--- src/rtl/serial_to_parallel_8_if.sv ---
// Link-side signals of the serial-to-parallel front end: one serial bit in,
// the aligned byte and its qualifiers out.
interface serial_to_parallel_8_if;
    logic       data_in;
    logic [7:0] data_out;
    logic       valid_out;
    logic       byte_strobe;
    logic       active;

    modport master (
        output data_in,
        input  data_out,
        input  valid_out,
        input  byte_strobe,
        input  active
    );

    modport slave (
        input  data_in,
        output data_out,
        output valid_out,
        output byte_strobe,
        output active
    );
endinterface

--- src/rtl/serial_to_parallel_8.sv ---
// Receive PHY front end: finds byte alignment on a serial stream via COMMA,
// locks after LOCK_COUNT aligned commas, then emits one byte per 8 clocks.
//
// state  | meaning
// SEARCH | sliding compare on every edge, looking for the first comma
// LOCK   | aligned, counting consecutive commas on byte boundaries
// ACTIVE | locked (sticky until reset), bytes delivered on each boundary
module serial_to_parallel_8 #(
    parameter logic [7:0] COMMA      = 8'hBC,
    parameter int         LOCK_COUNT = 4
) (
    input  logic                   clk_32f,
    input  logic                   reset,
    serial_to_parallel_8_if.slave  link
);

    localparam int CNT_W = $clog2(LOCK_COUNT + 1);
    localparam logic [CNT_W-1:0] CNT_MAX  = {CNT_W{1'b1}};
    localparam logic [CNT_W-1:0] CNT_LOCK = CNT_W'(LOCK_COUNT);

    typedef enum logic [1:0] {
        SEARCH = 2'd0,
        LOCK   = 2'd1,
        ACTIVE = 2'd2
    } state_t;

    state_t           state, state_nxt;
    logic [7:0]       sr;
    logic [2:0]       bit_cnt, bit_cnt_nxt;
    logic [CNT_W-1:0] comma_cnt, comma_cnt_nxt;
    logic [7:0]       data_q, data_nxt;
    logic             valid_q, valid_nxt;
    logic             strobe_q, strobe_nxt;
    logic             active_q, active_nxt;
    logic [7:0]       nxt;
    logic             boundary;
    logic             is_comma;

    assign nxt      = {sr[6:0], link.data_in};
    assign boundary = (bit_cnt == 3'd7);
    assign is_comma = (nxt == COMMA);

    always_ff @(posedge clk_32f or negedge reset) begin
        if (!reset) begin
            state     <= SEARCH;
            sr        <= 8'h00;
            bit_cnt   <= 3'd0;
            comma_cnt <= '0;
            data_q    <= 8'h00;
            valid_q   <= 1'b0;
            strobe_q  <= 1'b0;
            active_q  <= 1'b0;
        end else begin
            state     <= state_nxt;
            sr        <= nxt;
            bit_cnt   <= bit_cnt_nxt;
            comma_cnt <= comma_cnt_nxt;
            data_q    <= data_nxt;
            valid_q   <= valid_nxt;
            strobe_q  <= strobe_nxt;
            active_q  <= active_nxt;
        end
    end

    always_comb begin
        state_nxt     = state;
        bit_cnt_nxt   = bit_cnt + 3'd1;
        comma_cnt_nxt = comma_cnt;
        data_nxt      = data_q;
        valid_nxt     = valid_q;
        strobe_nxt    = 1'b0;
        active_nxt    = active_q;

        unique case (state)
            SEARCH: begin
                bit_cnt_nxt = 3'd0;
                if (is_comma) begin
                    comma_cnt_nxt = CNT_W'(1);
                    state_nxt     = LOCK;
                end
            end
            LOCK: begin
                if (boundary) begin
                    if (is_comma) begin
                        if (comma_cnt != CNT_MAX)
                            comma_cnt_nxt = comma_cnt + CNT_W'(1);
                        // Entry edge into ACTIVE deliberately carries no strobe.
                        if (comma_cnt + CNT_W'(1) == CNT_LOCK) begin
                            state_nxt  = ACTIVE;
                            active_nxt = 1'b1;
                        end
                    end else begin
                        // Rejected byte is not re-scanned; search resumes next edge.
                        state_nxt     = SEARCH;
                        comma_cnt_nxt = '0;
                        bit_cnt_nxt   = 3'd0;
                    end
                end
            end
            ACTIVE: begin
                if (boundary) begin
                    data_nxt   = nxt;
                    valid_nxt  = !is_comma;
                    strobe_nxt = 1'b1;
                end
            end
            default: begin
                state_nxt   = SEARCH;
                bit_cnt_nxt = 3'd0;
            end
        endcase
    end

    assign link.data_out    = data_q;
    assign link.valid_out   = valid_q;
    assign link.byte_strobe = strobe_q;
    assign link.active      = active_q;

endmodule
--- src/flat_wrapper.sv ---
// flat-port wrapper written by rule: the top's interface ports become plain ports
module serial_to_parallel_8_flat 
#(
    parameter logic [7:0] COMMA      = 8'hBC,
    parameter int         LOCK_COUNT = 4
)
  (clk_32f, reset, link_data_in, link_data_out, link_valid_out, link_byte_strobe, link_active);
  serial_to_parallel_8_if link_i ();
  input  logic clk_32f;
  input  logic reset;
  input wire logic [$bits(link_i.data_in)-1:0] link_data_in;
  output wire logic [$bits(link_i.data_out)-1:0] link_data_out;
  output wire logic [$bits(link_i.valid_out)-1:0] link_valid_out;
  output wire logic [$bits(link_i.byte_strobe)-1:0] link_byte_strobe;
  output wire logic [$bits(link_i.active)-1:0] link_active;
  assign link_i.data_in = link_data_in;
  assign link_data_out = link_i.data_out;
  assign link_valid_out = link_i.valid_out;
  assign link_byte_strobe = link_i.byte_strobe;
  assign link_active = link_i.active;
  serial_to_parallel_8 #(.COMMA(COMMA), .LOCK_COUNT(LOCK_COUNT)) u_core (.clk_32f(clk_32f), .reset(reset), .link(link_i));
endmodule
--- config.mk ---
export PLATFORM = sky130hd
export DESIGN_NAME = serial_to_parallel_8_flat
export DESIGN_NICKNAME = d
export VERILOG_FILES = /design/src/rtl/serial_to_parallel_8_if.sv /design/src/rtl/serial_to_parallel_8.sv /design/src/flat_wrapper.sv
export SDC_FILE = /design/constraint.sdc
export NUM_CORES = 1
export LEC_CHECK = 0
export BUFFER_PORTS_ARGS = -buffer_cell sky130_fd_sc_hd__buf_2
export CAP_MARGIN = 20
export CELL_PAD_IN_SITES_DETAIL_PLACEMENT = 0
export CELL_PAD_IN_SITES_GLOBAL_PLACEMENT = 2
export CORE_ASPECT_RATIO = 1.25
export CORE_UTILIZATION = 34
export DETAILED_ROUTE_END_ITERATION = 6
export PLACE_DENSITY_LB_ADDON = 0.1
export REMOVE_ABC_BUFFERS = 1
export SETUP_SLACK_MARGIN = 0.5
export SKIP_LAST_GASP = 1
export SLEW_MARGIN = 20
export SYNTH_ARGS = -nofsm -noshare
export SYNTH_HDL_FRONTEND = slang
export SYNTH_SLANG_ARGS = --single-unit
--- constraint.sdc ---
create_clock -name clk_32f -period 1.45 [get_ports clk_32f]
set_input_delay 0.0725 -clock clk_32f [delete_from_list [all_inputs] [get_ports clk_32f]]
set_output_delay 0.0725 -clock clk_32f [all_outputs]
set_load 0.01 [all_outputs]
======== Yosys cells after proc, flatten, opt, wreduce, memory -nomap -nowiden ========
Index checks and enable logic that the tools add are counted.
word-level totals
  bits of input ports ..................... 3
  bits in registers ....................... 26
  memories ................................ 0
  output and inout port bits .............. 11
  memory bits (writable) .................. 0
  ROM bits ................................ 0
  latch bits .............................. 0
  word-level logic and storage cells ...... 43
cells by class
  reductions and logical operators ........ 7
  shift-type cells ........................ 0
  mux-type cells .......................... 15
  magnitude comparators ................... 0
  eq/ne operators ......................... 10
  add/sub/neg operators ................... 2
  multiply operators ...................... 0
  bitwise gates (word level) .............. 1
  divide/modulo/power cells ............... 0
operators by type and width
  operator                                                count
  two-way mux 3 bit                                       6
  one-hot mux 3 bit (2 select lines)                      2
  AND reduction 4 bit                                     3
  inequality test 3 bit (second input constant)           3
  == test 8 bit (second input constant)                   1
  two-way mux 2 bit                                       4
  adder 3 x 1 -> 3 bit (second input constant)            2
  == test 3 bit (second input constant)                   2
  one-hot mux 2 bit (3 select lines)                      1
  inequality test 2 x 1 -> 1 bit (second input constant)  2
  == test 2 x 1 -> 1 bit (second input constant)          1
  == test 2 bit (second input constant)                   1
  zero test 2 bit                                         1
  two-way mux 1 bit                                       2
  AND reduction 2 bit                                     1
  nonzero test 2 bit                                      1
  zero test 1 bit                                         1
  NOT 1 bit                                               1

======== Longest topological paths before layout ========
Gate-level depths: netlist of run 1.
  depth after elaboration ................. 6
  mapped depth ............................ 7
  depth with buffers taken out ............ 5

======== Worst setup path before layout of run 1 ========
No wires, ideal clock.
  path kind ............................... register -> register
  start point ............................. register u_core.bit_cnt[0]
  end point ............................... register u_core.data_q[1], in the netlist u_core.link.data_out[1]
  library setup time ...................... 125 ps
  path slack .............................. -142 ps
  data arrival time ....................... 1,467 ps
  stages on the path, launching flop included .. 7
  period minus slack after synthesis ...... 1,592 ps
  buffers on the path ..................... 2
  required time ........................... 1,325 ps
  cells stage by stage .................... dfrtp_1 > ha_1 > ha_1 > buf_2 > nand2_1 > buf_2 > mux2_2
between the ends
  cells in the longest elaborated chain, start to end .. 2
RTL lines
  item                           line                        text
  from (decl)                    serial_to_parallel_8.sv:29  logic [2:0] bit_cnt, bit_cnt_nxt;
  from (signal assigned)         serial_to_parallel_8.sv:56  bit_cnt <= bit_cnt_nxt;
  == test 3 bit                  serial_to_parallel_8.sv:40  assign boundary = (bit_cnt == 3'd7);
  AND reduction 2 bit (no line)  --
  to (signal assigned)           serial_to_parallel_8.sv:58  data_q <= data_nxt;
  to (decl)                      serial_to_parallel_8.sv:31  logic [7:0] data_q, data_nxt;
Every way passes these cells.
A chain may end at the register's enable or synchronous reset.

======== Worst setup path after layout of run 1 ========
  start point ............................. register u_core.bit_cnt[0]
  end point ............................... register u_core.state[1]
between the ends
  cells in the longest elaborated chain, start to end .. 3
RTL lines
  item                                      line                        text
  == test 3 bit                             serial_to_parallel_8.sv:40
  inequality test 2 x 1 -> 1 bit (no line)  --
  AND reduction 4 bit (no line)             --
  to (signal assigned)                      serial_to_parallel_8.sv:54  state <= state_nxt;
  to (decl)                                 serial_to_parallel_8.sv:27  state_t state, state_nxt;
Every way passes these cells.

==> results of run 1 <==
-- power groups by stage --
| stage | logic (mW) | registers, mW | clock network (mW) |
|---|---|---|---|
| 3_3_place_gp | 0.172 | 0.778 | 0 |
| 2_1_floorplan | 0.0879 | 0.774 | 0 |
| 3_5_place_dp | 0.174 | 0.778 | 0 |
| 5_1_grt | 0.294 | 0.772 | 0.655 |
| 4_1_cts | 0.225 | 0.765 | 0.620 |
| 6_report | 0.266 | 0.768 | 0.604 |
-- kinds of logic (layout without fill, tap and decap cells) --
kind of cell | after synthesis | in the layout | share of synthesized area (%)
fa+ha+maj | 8 | 8 | 8.538
compound gates | 18 | 18 | 11.85
mux | 8 | 8 | 7.684
buf+inv | 10 | 48 | 4.802
simple gates | 22 | 22 | 11.63
flops | 26 | 26 | 55.50
-- through the flow --
step / cells / area, sq um / power (mW) / hold WS [ns]
5_1_grt: 167 / 1744 / 1.721 / 0.05526
3_5_place_dp: 151 / 1364 / 0.9519 / 0.1195
2_1_floorplan: 87 / 1135 / 0.8619 / -0.2231
6_report: 167 / 1744 / 1.638 / 0.05606
4_1_cts: 162 / 1590 / 1.609 / 0.05224
3_3_place_gp: 151 / 1364 / 0.9496 / 0.1084
-- area by class of cell --
class,count,area [sq um]
clock inverters,1,30.03
clock buffers,3,41.29
flip-flops and latches,26,650.6
well taps,37,46.29
multi-input cells,56,643.1
repair buffers,39,314.1
fillers,287,1508
inverters,5,18.77
-- flip-flops by register name, summed over array words and instances (netlist names) --
register and flops:
u_core.link.byte_strobe 1, u_core.link.active 1, u_core.state 2, u_core.link.valid_out 1
u_core.comma_cnt 3, u_core.sr 7, u_core.bit_cnt 3, u_core.link.data_out 8
-- synthesized netlist by cell type (2+ instances only) --
library cell	n	share of area, %
o21ai_0	2	0.85
ha_1	8	8.5
a22oi_1	2	1.3
dfrtp_1	26	55
mux2_2	8	7.7
buf_2	3	1.3
nand3b_1	2	1.3
nand3_1	3	1.3
a21boi_0	2	1.3
a31oi_1	2	1.1
buf_6	2	1.9
inv_1	5	1.6
nand2_1	6	1.9
-- how the worst min path moves through the flow --
stage	to	slack [ns]	depth (start not counted)
2_1_floorplan	u_core.bit_cnt[0]$_DFF_PN0_	-0.22	0
3_3_place_gp	u_core.state[1]$_DFFE_PN0P_	0.11	1
3_5_place_dp	u_core.state[0]$_DFFE_PN0P_	0.12	1
4_1_cts	u_core.link.data_out[0]$_DFFE_PN0P_	0.05	2
5_1_grt	u_core.link.data_out[0]$_DFFE_PN0P_	0.06	2
6_report	u_core.link.data_out[0]$_DFFE_PN0P_	0.06	2
-- critical path: cells and delay by family, from the launching register on --
kind                     cells  cell delay (ns)
AO/OA/AOI/OAI                1             0.15
flip-flops                   1             0.40
adder cells (fa/ha/maj)      2             0.38
buffers and inverters        1             0.13
AND/OR/NAND/NOR              2             0.27
-- repair_timing --
item	in CTS	in global routing
hold buffers	2	0
resized for setup	25	21
setup buffers	5	4
setup endpoints to repair	19	19
pin swaps	10	13
cloned	0	1
hold endpoints to repair	27	0
-- routing by layer --
layer  track usage (%)  vias up  share of wire (%)
met4             7.372        0                1.2
met5                 0        -                  0
met3             3.829        4                2.9
li1                  -      410                  -
met2             25.46       13                 52
met1             20.76      446                 44
==> impl_metrics.tcl, run 1 <==
set metrics [dict create \
    finalWirelength_um 2731 \
    netlist_instances 92 \
    max-vdd-ir-drop_v 0.0004925 \
    cts_buffers 3 \
    reg2regPathDepth 6 \
    ys.flop_type "dfrtp_1" \
    fin_tns_setup_ns 0 \
    maxCapViolations 0 \
    crit_chain "ha_2 > ha_4 > buf_6 > and3b_1 > o2111ai_2 > nand3_1" \
    n_antenna_cell 0 \
    required_ns 1.60 \
    core_sq_um 3252 \
    rsz0062_at_grt "true" \
    timing.critical_path.to "u_core.state[1]$_DFFE_PN0P_" \
    worstHoldPathType "in -> reg" \
    sw_frac_of_total_pct 23.04 \
    tightest_slew_ns 0.5929 \
    finClkSkew_ns 0.005591 \
    status "completed" \
    clock_sinks 26 \
    ios 14 \
    drt_iter0_drc 5 \
    cts_tree "yes" \
    synth.distinct_cells 34 \
    final_max_slew_viol_count 0 \
    critPathKind "reg -> reg" \
    antenna_found_initial 0 \
    ys_seq_area_share_pct 55.50 \
    via_count 873 \
    drc 0 \
    clock_latency_ns 0.27 \
    regToRegSetupSlack_ns 0.003 \
    worst_slack_ns 0.002539 \
    grt_pass1_vias 835 \
    worstPathMaxFanout 5 \
    via_per_inst 5.228 \
    final_common_cell "dfrtp_1" \
    routabilityCongestion 0.7805 \
    h-tree-depth 1 \
    die_x_um 54.52 \
    crit_arrival_ns 1.60 \
    drive_gt1_share_pct 54.62 \
    num_rows 23 \
    fin_nets 142 \
    clk_pin_slew_ns 0.09 \
    dp_slack_ns -0.1005 \
    portBuffers 13 \
    ant_nets 0 \
    grt_overflow 0 \
    rr_startpoint "u_core.bit_cnt[0]$_DFF_PN0_" \
    ys_async_sr_fraction_pct 100.0 \
    fin_util_pct 53.64 \
    syn_area_sq_um 1172 \
    ys_warn_count 0 \
    switchingPower_mw 0.3775 \
    hpwl_um 1684 \
    setup_viol 0 \
    grt_max_degree 27 \
    p_leak_nw 0.8761 \
    dieArea_sq_um 3688 \
    hold_viol 0 \
    combPwrFrac_pct 16.2 \
    min_from "link_data_in" \
    drtPass1Iterations 3 \
    start_util_pct 36.05 \
    max_freq_ghz 0.6909 \
    critPathLaunch "u_core.bit_cnt[0]$_DFF_PN0_" \
    grt_pass1_wl_um 4153 \
    cp-end-kind "register" \
    synth-edff-count 0 \
    p_int_mw 1.261 \
    wire_per_inst_um 16.35 \
    area_delta_synth_final_pct 48.77 \
    grt_usage_pct 16.24 \
    cp-start-kind "register" \
    ys_ff_latch 26 \
    reg2reg_to "u_core.state[1]$_DFFE_PN0P_" \
    cpMaxStageDelayCell "dfrtp_1" \
    final_cell_mix "dfrtp_1, buf_4, buf_2" \
    p_per_area_nw_per_um2 939.2 \
    finalCritPeriodShare_pct 99.82 \
    die_y_um 67.65 \
    syn_area_per_cell_sq_um 12.74 \
    seqPwrFrac_pct 46.9 \
    p_clk_share_pct 36.9 \
    max_stage_delay_ns 0.40 \
    cts_buffer_depth 2 \
    finalCriticalPeriod_ns 1.447 \
    root_buffer "clkbuf_8" \
    max_slew_margin_pct 60.47 \
]
Note: power is estimated with default switching activity, not from simulation.
==> inputs of run 2 (changes only) <==
CORE_MARGIN = 4   (was default)
==> impl_metrics.tcl, run 2 (same netlist as run 1, synthesis figures left out) <==
set metrics [dict create \
    drt_iter0_drc 7 \
    hold_viol 0 \
    cts_tree "yes" \
    final_area_sq_um 1660 \
    cpMaxStageDelayCell "dfrtp_1" \
    final_common_cell "dfrtp_1" \
    worstPathMaxFanout 5 \
    drive_gt1_share_pct 52.67 \
    antenna_found_initial 0 \
    path_delay_family "flip-flops" \
    layout.cells.non_filler 168 \
    h-tree-depth 1 \
    clock_sinks 26 \
    n_antenna_cell 0 \
    worstHoldPathType "in -> reg" \
    die_x_um 60.52 \
    grt_max_degree 27 \
    cp-start-kind "register" \
    largest_reg_flops 8 \
    wire_per_inst_um 15.10 \
    p_per_area_nw_per_um2 961.9 \
    hold_ws_ns 0.06366 \
    cts_buffer_depth 2 \
    drc 0 \
    max_freq_ghz 0.6971 \
    grt_usage_pct 13.35 \
    final_max_slew_viol_count 0 \
    fin_tns_setup_ns 0 \
    max_stage_delay_ns 0.42 \
    core_sq_um 3252 \
    portBuffers 13 \
    status "completed" \
    die_y_um 73.65 \
    placed_cells 152 \
    post_dp_cell_area_sq_um 1371 \
    crit_chain "ha_4 > ha_4 > buf_6 > and3b_1 > o2111ai_2 > nand3_1" \
    routabilityCongestion 0.7413 \
    cp-end-kind "register" \
    max_slew_margin_pct 61.83 \
    area_delta_synth_final_pct 41.62 \
    via_per_inst 5.065 \
    tightest_slew_ns 0.5726 \
    grt_overflow 0 \
    final_cell_mix "dfrtp_1, buf_4, buf_2" \
    finalCritPeriodShare_pct 98.94 \
    start_util_pct 36.05 \
    maxCapViolations 0 \
    grt_pass1_vias 926 \
    cts_buffers 3 \
    num_rows 23 \
    clock_latency_ns 0.27 \
    via_count 851 \
    rsz0062_at_grt "true" \
    p_leak_nw 0.8201 \
    grt_pass1_wl_um 4395 \
    finClkSkew_ns 0.005800 \
    drtPass1Iterations 2 \
    setup_viol 0 \
    dieArea_sq_um 4457 \
    dp_slack_ns -0.1244 \
    power_mw 1.597 \
    finalWirelength_um 2537 \
    hpwl_um 1639 \
    finalCriticalPeriod_ns 1.435 \
    critPathKind "reg -> reg" \
    crit_arrival_ns 1.59 \
    worst_slack_ns 0.01540 \
    ant_nets 0 \
    ios 14 \
    fin_util_pct 51.06 \
    critical-path-top-cell-by-count "ha_4" \
    cp_num_buf_inv 1 \
    fin_nets 143 \
    root_buffer "clkbuf_8" \
    clk_pin_slew_ns 0.09 \
    max-vdd-ir-drop_v 0.0005709 \
    required_ns 1.60 \
]
[run 2: path summary, 6_finish.rpt]
check                                            startpoint                             endpoint  slack [ns]  cells after the start
worst min-delay path                           link_data_in  u_core.link.data_out[0]$_DFFE_PN0P_        0.06                      2
min in group asynchronous                             reset          u_core.state[0]$_DFFE_PN0P_        0.32                      2
worst max-delay path            u_core.bit_cnt[0]$_DFF_PN0_          u_core.state[1]$_DFFE_PN0P_        0.02                      6
max in group asynchronous                             reset      u_core.comma_cnt[0]$_DFFE_PN0P_        0.75                      2
worst min register to register       u_core.sr[5]$_DFF_PN0_               u_core.sr[6]$_DFF_PN0_        0.40                      0
worst max register to register  u_core.bit_cnt[0]$_DFF_PN0_          u_core.state[1]$_DFFE_PN0P_        0.02                      6
[run 2: area by class of cell]
| cell class | instances | area (sq um) |
|---|---|---|
| Timing Repair Buffer | 40 | 307.8 |
| Sequential cell | 26 | 650.6 |
| Clock buffer | 3 | 41.29 |
| Fill cell | 298 | 1592 |
| Multi-Input combinational cell | 56 | 565.5 |
| Clock inverter | 1 | 30.03 |
| Inverter | 5 | 18.77 |
| Tap cell | 37 | 46.29 |
[run 2: worst register-to-register path, cell delays in order (launching register included)]
cell	delay, ns
dfrtp_1	0.42
ha_4	0.17
ha_4	0.17
buf_6	0.13
and3b_1	0.16
o2111ai_2	0.16
nand3_1	0.11
[run 2: repair_timing]
action / 4_1_cts / 5_1_grt
setup buffers: 7 / 3
endpoints found under the setup margin: 19 / 19
pin swaps: 11 / 6
hold buffers: 2 / 0
gates resized for setup: 24 / 6
endpoints found under the hold margin: 27 / 0
[run 2: metal layers]
layer	up-vias	share of wire (%)	GRT usage [%]	routed length [um]
met2	12	51	22.12	1287
met3	5	3.1	2.460	78
met1	426	45	17.43	1134
li1	408	-	-	-
met5	-	0	0	0
met4	0	1.4	4.337	36
[run 2: power breakdown]
part           switching, mW  leakage (nW)  internal (mW)  total, mW
Clock                  0.229        0.0357          0.369      0.598
Sequential            0.0206         0.333          0.747      0.767
Combinational          0.106         0.451          0.126      0.232
Total                  0.355         0.820           1.24       1.60
==> inputs of run 3 (changes only) <==
clock period = 1.3 ns   (was 1.45 ns; I/O delays follow)
==> impl_metrics.tcl, run 3 (same netlist as run 1, synthesis figures left out) <==
set metrics [dict create \
    status "finished, violations left" \
    violations "setup timing" \
    cts_buffers 3 \
    p_per_area_nw_per_um2 966.3 \
    finalCritPeriodShare_pct 109.5 \
    worstPathMaxFanout 11 \
    max_freq_ghz 0.7024 \
    clk_pin_slew_ns 0.09 \
    fin_nets 148 \
    max-vdd-ir-drop_v 0.0007340 \
    worst_slack_ns -0.1238 \
    finalCriticalPeriod_ns 1.424 \
    h-tree-depth 1 \
    path_delay_family "flip-flops" \
    dieArea_sq_um 4457 \
    final_max_slew_viol_count 0 \
    num_rows 23 \
    max_slew_margin_pct 75.56 \
    finalWirelength_um 2537 \
    portBuffers 13 \
    die_x_um 60.52 \
    grt_usage_pct 13.02 \
    required_ns 1.45 \
    root_buffer "clkbuf_8" \
    drt_iter0_drc 39 \
    regToRegSetupSlack_ns -0.12 \
    worstHoldPathType "in -> reg" \
    cts_tree "yes" \
    ant_nets 0 \
    cp-start-kind "register" \
    drive_gt1_share_pct 52.94 \
    via_count 903 \
    hold_viol 0 \
    core_sq_um 3252 \
    grt_pass1_wl_um 4402 \
    start_util_pct 36.05 \
    routabilityCongestion 0.7437 \
    cts_buffer_depth 2 \
    tightest_slew_ns 0.3666 \
    finClkSkew_ns 0.008785 \
    crit_arrival_ns 1.58 \
    via_per_inst 5.220 \
    final_cell_mix "buf_4, dfrtp_1, buf_2" \
    drc 0 \
    antenna_found_initial 0 \
    p_leak_nw 0.8384 \
    hpwl_um 1760 \
    maxCapViolations 0 \
    fin_util_pct 51.33 \
    cp_num_buf_inv 1 \
    drtPass1Iterations 4 \
    die_y_um 73.65 \
    area_delta_synth_final_pct 42.37 \
    crit_chain "ha_2 > ha_4 > nand2_2 > buf_12 > mux2_2" \
    critPathKind "reg -> reg" \
    clock_latency_ns 0.27 \
    wire_per_inst_um 14.66 \
    grt_max_degree 27 \
    clock_sinks 26 \
    setup_viol 14 \
    dp_slack_ns -0.2982 \
    rsz0062_at_grt "true" \
    cp-end-kind "register" \
    grt_pass1_vias 952 \
    ios 14 \
    cpMaxStageDelayCell "dfrtp_1" \
    grt_overflow 0 \
    max_stage_delay_ns 0.39 \
    n_antenna_cell 0 \
    largest_reg_flops 8 \
]
-- run 3: final cells by class --
| type | count | area (sq um) |
|---|---|---|
| clock buffer | 4 | 55.05 |
| inverter | 5 | 18.77 |
| timing repair buffer | 45 | 352.8 |
| sequential | 26 | 651.9 |
| fill | 290 | 1583 |
| tap | 37 | 46.29 |
| multi-input combinational | 56 | 544.3 |
-- run 3: final timing paths --
check,cells past startpoint,from,end
worst max-delay path,5,u_core.bit_cnt[0]$_DFF_PN0_,u_core.link.data_out[7]$_DFFE_PN0P_
worst min-delay path,2,link_data_in,u_core.link.data_out[0]$_DFFE_PN0P_
worst max register to register,5,u_core.bit_cnt[0]$_DFF_PN0_,u_core.link.data_out[7]$_DFFE_PN0P_
worst min register to register,0,u_core.sr[3]$_DFF_PN0_,u_core.sr[4]$_DFF_PN0_
max in group asynchronous,2,reset,u_core.state[0]$_DFFE_PN0P_
min in group asynchronous,2,reset,u_core.state[0]$_DFFE_PN0P_
-- run 3: routing by layer --
layer / vias to the layer above / global-route usage [%] / wire (um)
met5: - / 0 / 0
met4: 0 / 3.855 / 22
met3: 2 / 2.460 / 90
met2: 18 / 22.00 / 1299
met1: 462 / 16.74 / 1124
li1: 421 / - / -
-- run 3: metrics by stage --
step                      setup TNS, ns  area [sq um]  total power [mW]  instances  hold WS (ns)
after floorplan                  -2.499          1135            0.9614         87       -0.2306
after global placement           -3.715          1431             1.073        160        0.1037
after detailed placement         -4.038          1431             1.073        160        0.1073
after CTS                        -1.599          1634             1.635        171       0.05041
after global routing             -2.496          1669             1.704        173       0.06407
final                            -1.499          1669             1.613        173       0.05787
-- run 3: power breakdown --
part	internal, mW	switching, mW	total [mW]
Sequential	0.834	0.0230	0.857
Clock	0.270	0.241	0.511
Combinational	0.128	0.117	0.245
-- run 3: repair_timing --
item | in CTS | in global routing
pin swaps | 14 | 3
resized for setup | 21 | 6
setup endpoints to repair | 30 | 56
hold buffers | 2 | 0
setup buffers | 5 | 2
hold endpoints to repair | 27 | 0
